`config.mk`:
```
export PLATFORM = sky130hd
export DESIGN_NAME = fc_relu_streamer_flat
export DESIGN_NICKNAME = d
export VERILOG_FILES = /design/src/rtl/fc_pkg.sv /design/src/rtl/fc_relu_streamer_if.sv /design/src/rtl/relu16.sv /design/src/rtl/fc_relu_streamer.sv /design/src/flat_wrapper.sv
export SDC_FILE = /design/constraint.sdc
export NUM_CORES = 1
export LEC_CHECK = 0
export ABC_AREA = 1
export BUFFER_PORTS_ARGS = -buffer_cell sky130_fd_sc_hd__buf_2
export CORE_MARGIN = 2
export CORE_UTILIZATION = 40
export CTS_CLUSTER_SIZE = 12
export DETAILED_ROUTE_END_ITERATION = 8
export SKIP_LAST_GASP = 1
export SYNTH_ARGS = -nofsm -noshare
export SYNTH_HDL_FRONTEND = slang
export SYNTH_SLANG_ARGS = --single-unit
```
`constraint.sdc`:
```
create_clock -name clk -period 32.4 [get_ports clk]
set_input_delay 6.48 -clock clk [delete_from_list [all_inputs] [get_ports clk]]
set_output_delay 6.48 -clock clk [all_outputs]
set_load 0.02 [all_outputs]
```
`src/rtl/fc_pkg.sv`:
```
// Shared constants and types for the fully-connected layer and its output streamer.
package fc_pkg;

  localparam int unsigned DATA_W   = 16;
  localparam int unsigned N_OUT    = 32;
  localparam int unsigned IDX_W    = 5;
  localparam int unsigned SIGN_BIT = DATA_W - 1;

  typedef enum logic [1:0] {
    StIdle,
    StStream,
    StDone
  } state_e;

endpackage

```
`src/rtl/fc_relu_streamer_if.sv`:
```
// Capture, element-stream and argmax signals of the ReLU streamer.
interface fc_relu_streamer_if;
  import fc_pkg::*;

  logic                    in_valid;
  logic [DATA_W*N_OUT-1:0] output_fc;
  logic                    in_ready;
  logic                    out_valid;
  logic                    out_ready;
  logic [DATA_W-1:0]       out_data;
  logic [IDX_W-1:0]        out_index;
  logic                    out_last;
  logic                    argmax_valid;
  logic [IDX_W-1:0]        argmax_idx;
  logic [DATA_W-1:0]       argmax_val;

  // Streamer side
  modport slave (
    input  in_valid, output_fc, out_ready,
    output in_ready, out_valid, out_data, out_index, out_last,
    output argmax_valid, argmax_idx, argmax_val
  );

  // Producer / consumer side
  modport master (
    output in_valid, output_fc, out_ready,
    input  in_ready, out_valid, out_data, out_index, out_last,
    input  argmax_valid, argmax_idx, argmax_val
  );

endinterface

```
`src/rtl/relu16.sv`:
```
// Sign-bit clamp: any element with the sign bit set (including -0 and negative NaN) becomes zero.
module relu16
  import fc_pkg::*;
(
  input  logic [DATA_W-1:0] din,
  output logic [DATA_W-1:0] dout
);

  // Clamp negatives to all-zero, pass everything else unchanged
  always_comb begin
    dout = din[SIGN_BIT] ? '0 : din;
  end

endmodule

```
`src/rtl/fc_relu_streamer.sv`:
```
// Captures one layer result through ReLU, streams it element by element and tracks the argmax.
module fc_relu_streamer #(
  parameter int unsigned DATA_W = fc_pkg::DATA_W,
  parameter int unsigned N_OUT  = fc_pkg::N_OUT,
  parameter int unsigned IDX_W  = fc_pkg::IDX_W
) (
  input logic               clk,
  input logic               reset,
  fc_relu_streamer_if.slave bus
);
  import fc_pkg::state_e;
  import fc_pkg::StIdle;
  import fc_pkg::StStream;
  import fc_pkg::StDone;

  state_e            state_q, state_d;
  logic [DATA_W-1:0] buf_q [N_OUT];
  logic [DATA_W-1:0] relu_out [N_OUT];
  logic [IDX_W-1:0]  count_q;
  logic [IDX_W-1:0]  max_idx_q;
  logic [DATA_W-1:0] max_val_q;
  logic              accept;
  logic              handshake;
  logic              last_elem;
  logic [DATA_W-1:0] cur_data;

  for (genvar i = 0; i < N_OUT; i++) begin : g_relu
    relu16 u_relu (
      .din  (bus.output_fc[DATA_W*i +: DATA_W]),
      .dout (relu_out[i])
    );
  end

  // Handshake qualifiers shared by the FSM and the datapath
  always_comb begin
    accept    = (state_q == StIdle) && bus.in_valid;
    handshake = (state_q == StStream) && bus.out_ready;
    last_elem = (count_q == IDX_W'(N_OUT - 1));
    cur_data  = buf_q[count_q];
  end

  // FSM state register
  always_ff @(posedge clk or posedge reset) begin
    if (reset) begin
      state_q <= StIdle;
    end else begin
      state_q <= state_d;
    end
  end

  // FSM next-state logic
  always_comb begin
    state_d = state_q;
    unique case (state_q)
      StIdle:   if (accept) state_d = StStream;
      StStream: if (handshake && last_elem) state_d = StDone;
      StDone:   state_d = StIdle;
      default:  state_d = StIdle;
    endcase
  end

  // FSM outputs; data outputs read as zero outside STREAM
  always_comb begin
    bus.in_ready     = (state_q == StIdle);
    bus.out_valid    = (state_q == StStream);
    bus.out_data     = (state_q == StStream) ? cur_data : '0;
    bus.out_index    = (state_q == StStream) ? count_q : '0;
    bus.out_last     = (state_q == StStream) && last_elem;
    bus.argmax_valid = (state_q == StDone);
    bus.argmax_idx   = max_idx_q;
    bus.argmax_val   = max_val_q;
  end

  // Capture buffer: loaded once per frame with the activated elements
  always_ff @(posedge clk or posedge reset) begin
    if (reset) begin
      for (int i = 0; i < N_OUT; i++) begin
        buf_q[i] <= '0;
      end
    end else if (accept) begin
      for (int i = 0; i < N_OUT; i++) begin
        buf_q[i] <= relu_out[i];
      end
    end
  end

  // Element counter; cleared after the last handshake so the next frame starts at 0
  always_ff @(posedge clk or posedge reset) begin
    if (reset) begin
      count_q <= '0;
    end else if (handshake) begin
      count_q <= last_elem ? '0 : count_q + IDX_W'(1);
    end
  end

  // Running argmax; activated values are non-negative so an unsigned compare orders them,
  // and strict greater-than keeps the lowest index on ties
  always_ff @(posedge clk or posedge reset) begin
    if (reset) begin
      max_idx_q <= '0;
      max_val_q <= '0;
    end else if (handshake && ((count_q == '0) || (cur_data > max_val_q))) begin
      max_idx_q <= count_q;
      max_val_q <= cur_data;
    end
  end

endmodule
```
`src/flat_wrapper.sv`:
```
// flat-port wrapper written by rule: the top's interface ports become plain ports
module fc_relu_streamer_flat import fc_pkg::state_e; import fc_pkg::StIdle; import fc_pkg::StStream; import fc_pkg::StDone;
#(
  parameter int unsigned DATA_W = fc_pkg::DATA_W,
  parameter int unsigned N_OUT  = fc_pkg::N_OUT,
  parameter int unsigned IDX_W  = fc_pkg::IDX_W
)
  (clk, reset, bus_in_valid, bus_output_fc, bus_out_ready, bus_in_ready, bus_out_valid, bus_out_data, bus_out_index, bus_out_last, bus_argmax_valid, bus_argmax_idx, bus_argmax_val);
  fc_relu_streamer_if bus_i ();
  input logic clk;
  input logic reset;
  input wire logic [$bits(bus_i.in_valid)-1:0] bus_in_valid;
  input wire logic [$bits(bus_i.output_fc)-1:0] bus_output_fc;
  input wire logic [$bits(bus_i.out_ready)-1:0] bus_out_ready;
  output wire logic [$bits(bus_i.in_ready)-1:0] bus_in_ready;
  output wire logic [$bits(bus_i.out_valid)-1:0] bus_out_valid;
  output wire logic [$bits(bus_i.out_data)-1:0] bus_out_data;
  output wire logic [$bits(bus_i.out_index)-1:0] bus_out_index;
  output wire logic [$bits(bus_i.out_last)-1:0] bus_out_last;
  output wire logic [$bits(bus_i.argmax_valid)-1:0] bus_argmax_valid;
  output wire logic [$bits(bus_i.argmax_idx)-1:0] bus_argmax_idx;
  output wire logic [$bits(bus_i.argmax_val)-1:0] bus_argmax_val;
  assign bus_i.in_valid = bus_in_valid;
  assign bus_i.output_fc = bus_output_fc;
  assign bus_i.out_ready = bus_out_ready;
  assign bus_in_ready = bus_i.in_ready;
  assign bus_out_valid = bus_i.out_valid;
  assign bus_out_data = bus_i.out_data;
  assign bus_out_index = bus_i.out_index;
  assign bus_out_last = bus_i.out_last;
  assign bus_argmax_valid = bus_i.argmax_valid;
  assign bus_argmax_idx = bus_i.argmax_idx;
  assign bus_argmax_val = bus_i.argmax_val;
  fc_relu_streamer #(.DATA_W(DATA_W), .N_OUT(N_OUT), .IDX_W(IDX_W)) u_core (.clk(clk), .reset(reset), .bus(bus_i));
endmodule
```
# Word-level counts from Yosys, hierarchy flattened
# Index checks and enable logic that the tools add are counted.
[word_totals] register_bits=540 latch_bits=0 ramBits=0 romBits=0 in_bits=516 output_inout_bits=46 elab_cells=95 mem_count=0
[op_classes] n_addsub=1 mul=0 div_mod_pow=0 magnitude_cmp=2 n_eq_ne=5 shifts=0 mux=41 bitwise=1 reduce_logical=9
[op_table] op="$mux 15" count=32
[op_table] op="$bmux 16 s5" count=1
[op_table] op="$mux 16" count=3
[op_table] op="$gt 16x16->1" count=1
[op_table] op="$mux 5" count=2
[op_table] op="$ge 6x6->1 const B" count=1
[op_table] op="$not 5->6" count=1
[op_table] op="$add 5x1->5 const B" count=1
[op_table] op="$eq 5x5->1 const B" count=1
[op_table] op="$logic_and 1x1->1" count=5
[op_table] op="$logic_not 5->1" count=1
[op_table] op="$mux 2" count=2
[op_table] op="$ne 2x1->1 const B" count=2
[op_table] op="$pmux 2 s2" count=1
[op_table] op="$eq 2x1->1 const B" count=1
[op_table] op="$eq 2x2->1 const B" count=1
[op_table] op="$logic_not 2->1" count=1
[op_table] op="$reduce_and 2->1" count=1
[op_table] op="$logic_or 1x1->1" count=1

# Logic depth before layout (Yosys ltp)
[logic_depth] ltp_word=7 mapped_depth=27

# Modules after synthesis
# A second synthesis with hierarchy kept.
[unflattened] hier_cells=4269 hier_area_um2=30668.2
[by_module_without_submodules] module="fc_relu_streamer" n_inst=1 cells_each=3213 area_per_inst_um2=26344.0
[by_module_without_submodules] module="relu16" n_inst=32 cells_each=33 area_per_inst_um2=135.1

# Worst setup path before layout
# OpenSTA, ideal clock, no wires.
[synth_path] path_type="flip-flop to output port" startpoint="register u_core.count_q[1]" endpoint="output bus_out_data[10]" arrival_ps=1579 t_required_ps=25920 slack_ps=24341 stages_incl_launch_ff=11 n_path_buf=3 path_cell_list="dfrtp_1 buf_2 inv_2 buf_4 buf_2 nand3_1 nand3_1 nand3_1 nand2_1 nand2_1 a21oi_1"
[synth_via] elab_chain_len=5
[synth_lines] item="from (decl)" line="fc_relu_streamer.sv:19" text="logic [IDX_W-1:0] count_q;"
[synth_lines] item="from (signal assigned)" line="fc_relu_streamer.sv:92" text="count_q <= last_elem ? '0 : count_q + IDX_W'(1);"
[synth_lines] item="$not 5->6 (implied by the code)" line="fc_relu_streamer.sv:39" text="cur_data = buf_q[count_q];"
[synth_lines] item="$bmux 16 s5" line="fc_relu_streamer.sv:39"
[synth_lines] item="$mux 16 (implied by the code) (2 in a row)" line="fc_relu_streamer.sv:39"
[synth_lines] item="$mux 16" line="fc_relu_streamer.sv:66" text="bus.out_data = (state_q == StStream) ? cur_data : '0;"
[synth_lines] item="to (decl)" line="flat_wrapper.sv:17" text="output wire logic [$bits(bus_i.out_data)-1:0] bus_out_data;"
# Every way passes these cells. The select of a mux whose other input is x is not followed.

# Worst setup path in the final report
[layout_path] startpoint="register u_core.count_q[0]" endpoint="output bus_out_data[7]"
# The elaborated chain is that of the path after synthesis.

==> qor.csv <==
metric;value;unit
cp_top_family;buffers and inverters;
cp_cell_sequence;inv_8 -> buf_4 -> nand2_1 -> nand3_1 -> nand3_1 -> nand3_1 -> nand2_1 -> nand2_1 -> a21oi_1 -> buf_2;
synthSimpleGateAreaFrac;27.5;%
min_period;10.85;ns
clockBufferDepth;3;
crit_type;flip-flop to output pin;
hpwl;68600;microns
regArea;12700;sq um
htree_levels;2;
io_buffers;559;
ant_nets;0;
root_buffer;clkbuf_16;
fillers;6475;
cts_hold_buf;0;
post-route-drc-count;0;
ios;562;
grt_max_degree;240;
cp_num_buf_inv;3;
vias;24200;
yosys_warnings;0;
drv_cap;0;
die_area;66400;sq um
clkLatencyLatePin;0.61;ns
drv_slew;0;
regToRegSetupSlack;26.54;ns
fin_nets;4360;
synth_cell_types;21;
drt-pass1-iter-count;5;
syn_inst;3434;
dp_slack;22.22;ns
syn_to_final_growth;18.8;%
power.share.switching;45.5;%
cts_resized;0;
crit_required;25.92;ns
synth.area.mux_share;0;%
die_w;258;microns
grt_antenna_before_repair;0;
rows;92;
power_density;107;nW/um^2
ys_ff_latch;507;
grt_pass1_vias;23600;
die_height;258;microns
status;finished clean;
cts_inserted_buffers;56;
synth-compound-area-share;10.6;%
max-slew-margin-rel;22.4;%
synth.avg_cell_area;7.49;sq um
synthXorXnorAreaFrac;0;%
diodes;0;
drive_above_1_share;17.9;%
max_clock_freq;0.0922;GHz
setup_tns;0;ns
cts_tree;yes;
final_hold_viol_count;0;
leakage;0.0156;uW
cp_max_fo;124;
p_switching;1490;uW
power_frac_seq;32.2;%
critPathLaunchType;flip-flop;
path_clk_slew;0.06;ns
gr-total-overflow;0;
viasPerCell;5.13;
coreArea;63300;sq um
worst_slack;21.55;ns
combPwrFrac;47.4;%
syn-cell-area;25700;sq um
cp.arrival;4.37;ns
grt_usage;27.9;%
start_util;40.6;%
synthAdderAreaFrac;0.875;%
period_share;33.5;%
hp-class;flip-flop to flip-flop;
place.gp.congestion;0.963;
postCtsSetupBuffers;0;
grt_pass1_wl;141000;microns
drtIter0Drc;2171;
tightest_slew;1.16;ns
synth_top_family_by_area;simple AND/OR/NAND/NOR gates;
cts_sinks;507;
irDropWorstVdd;0.0534;mV
worst_path_largest_cell_delay;0.98;ns
ys_seq_area_share;49.3;%
power_frac_clock;20.4;%
finalSetupViolations;0;
multi_input_area;10000;sq um
endpoint_kind;output pin;
fin_skew;0.0199;ns
p_int;1780;uW
routedWlPerCell;20.1;microns
rsz0062_at_grt;false;
critPathSlowestCell;buf_4;
totalWireLength;94700;microns
[metrics by stage]
| step | hold WS (ns) | power (uW) | std cells | utilization, % | cell area, sq um |
|---|---|---|---|---|---|
| 6_report | 0.471 | 3270 | 4715 | 48.3 | 30600 |
| 3_3_place_gp | 0.455 | 2580 | 4614 | 45.3 | 28700 |
| 4_1_cts | 0.472 | 3270 | 4715 | 48.3 | 30600 |
| 2_1_floorplan | 0.453 | 2100 | 3435 | - | 25700 |
| 3_5_place_dp | 0.457 | 2600 | 4614 | 45.3 | 28700 |
| 5_1_grt | 0.493 | 3520 | 4715 | 48.3 | 30600 |
[Yosys cell counts]
| cell | count | area (sq um) |
|---|---|---|
| dfrtp_1 | 507 | 12700 |
| nor3_1 | 2 | 10.0 |
| clkinv_1 | 1 | 3.75 |
| nor2_2 | 1 | 6.26 |
| nand3_1 | 759 | 3800 |
| a21o_1 | 1 | 7.51 |
| inv_1 | 480 | 1800 |
| clkbuf_1 | 89 | 334 |
| ha_1 | 18 | 225 |
| inv_2 | 21 | 78.8 |
| nor2_1 | 37 | 139 |
| o211ai_1 | 21 | 158 |
| buf_4 | 22 | 165 |
| buf_1 | 26 | 97.6 |
| buf_6 | 1 | 11.3 |
| a21oi_1 | 25 | 125 |
| nand2_1 | 829 | 3110 |
| buf_2 | 106 | 531 |
| conb_1 | 1 | 3.75 |
| o21ai_0 | 486 | 2430 |
| nand4_1 | 1 | 6.26 |
[state kept, by name, summed over array words and instances (netlist names)]
| signal | cells |
|---|---|
| u_core.bus.argmax_val | 15 |
| u_core.buf_q | 480 |
| u_core.count_q | 5 |
| u_core.bus.argmax_idx | 5 |
| u_core.state_q | 2 |
[kinds of logic (layout without fill, tap and decap cells)]
family,count (synthesis),in the layout
fa+ha+maj,18,18
flops,507,507
buf+inv,746,1180
compound gates,533,533
simple gates,1629,1629
other cells,1,2
[layout by cell type (no fill, tap or decap), drive strengths merged]
cell type	count
buf	577
o211ai	21
nor3	2
ha	18
nor2	38
nand2	829
nand4	1
a21oi	25
conb	2
inv	501
dfrtp	507
nand3	759
bufinv	5
o21ai	486
a21o	1
clkinv	7
clkinvlp	1
clkbuf	89
[power by group through the flow]
stage	sequential, uW	combinational (uW)	clock, uW
5_1_grt	1080	1740	697
4_1_cts	1050	1550	672
3_5_place_dp	1060	1540	0
2_1_floorplan	1030	1070	0
6_report	1050	1550	665
3_3_place_gp	1050	1530	0
[per-layer routing]
layer	vias up	wire [microns]	track usage, %
li1	11800	-	-
met1	11400	39600	36.3
met2	812	45500	46.8
met3	158	5830	4.17
met4	0	3810	11.2
met5	-	0	0
[tightest hold or removal path, cell delays in order (launching register included)]
cell and delay [ns]:
dfrtp_1 0.34, nand2_1 0.05, nand2_1 0.05
[layout make-up]
class | count | share of cell area [%]
Tap cell | 846 | 3.46
Clock inverter | 12 | 0.614
Clock buffer | 89 | 5.61
Inverter | 502 | 6.24
Sequential cell | 507 | 41.5
Multi-Input combinational cell | 2182 | 32.8
Timing Repair Buffer | 577 | 9.72
[path summary, 6_finish.rpt]
kind | start | endpoint | cells past startpoint
worst min-delay path | u_core.bus.argmax_idx[0] | u_core.bus.argmax_idx[0] | 2
min in group asynchronous | reset | u_core.buf_q[137] | 2
worst max-delay path | u_core.count_q[0] | bus_out_data[7] | 10
max in group asynchronous | reset | u_core.count_q[0] | 4
worst max register to register | u_core.count_q[0] | u_core.bus.argmax_val[13] | 19
worst min register to register | u_core.bus.argmax_idx[0] | u_core.bus.argmax_idx[0] | 2
Note: power is estimated with default switching activity, not from simulation.
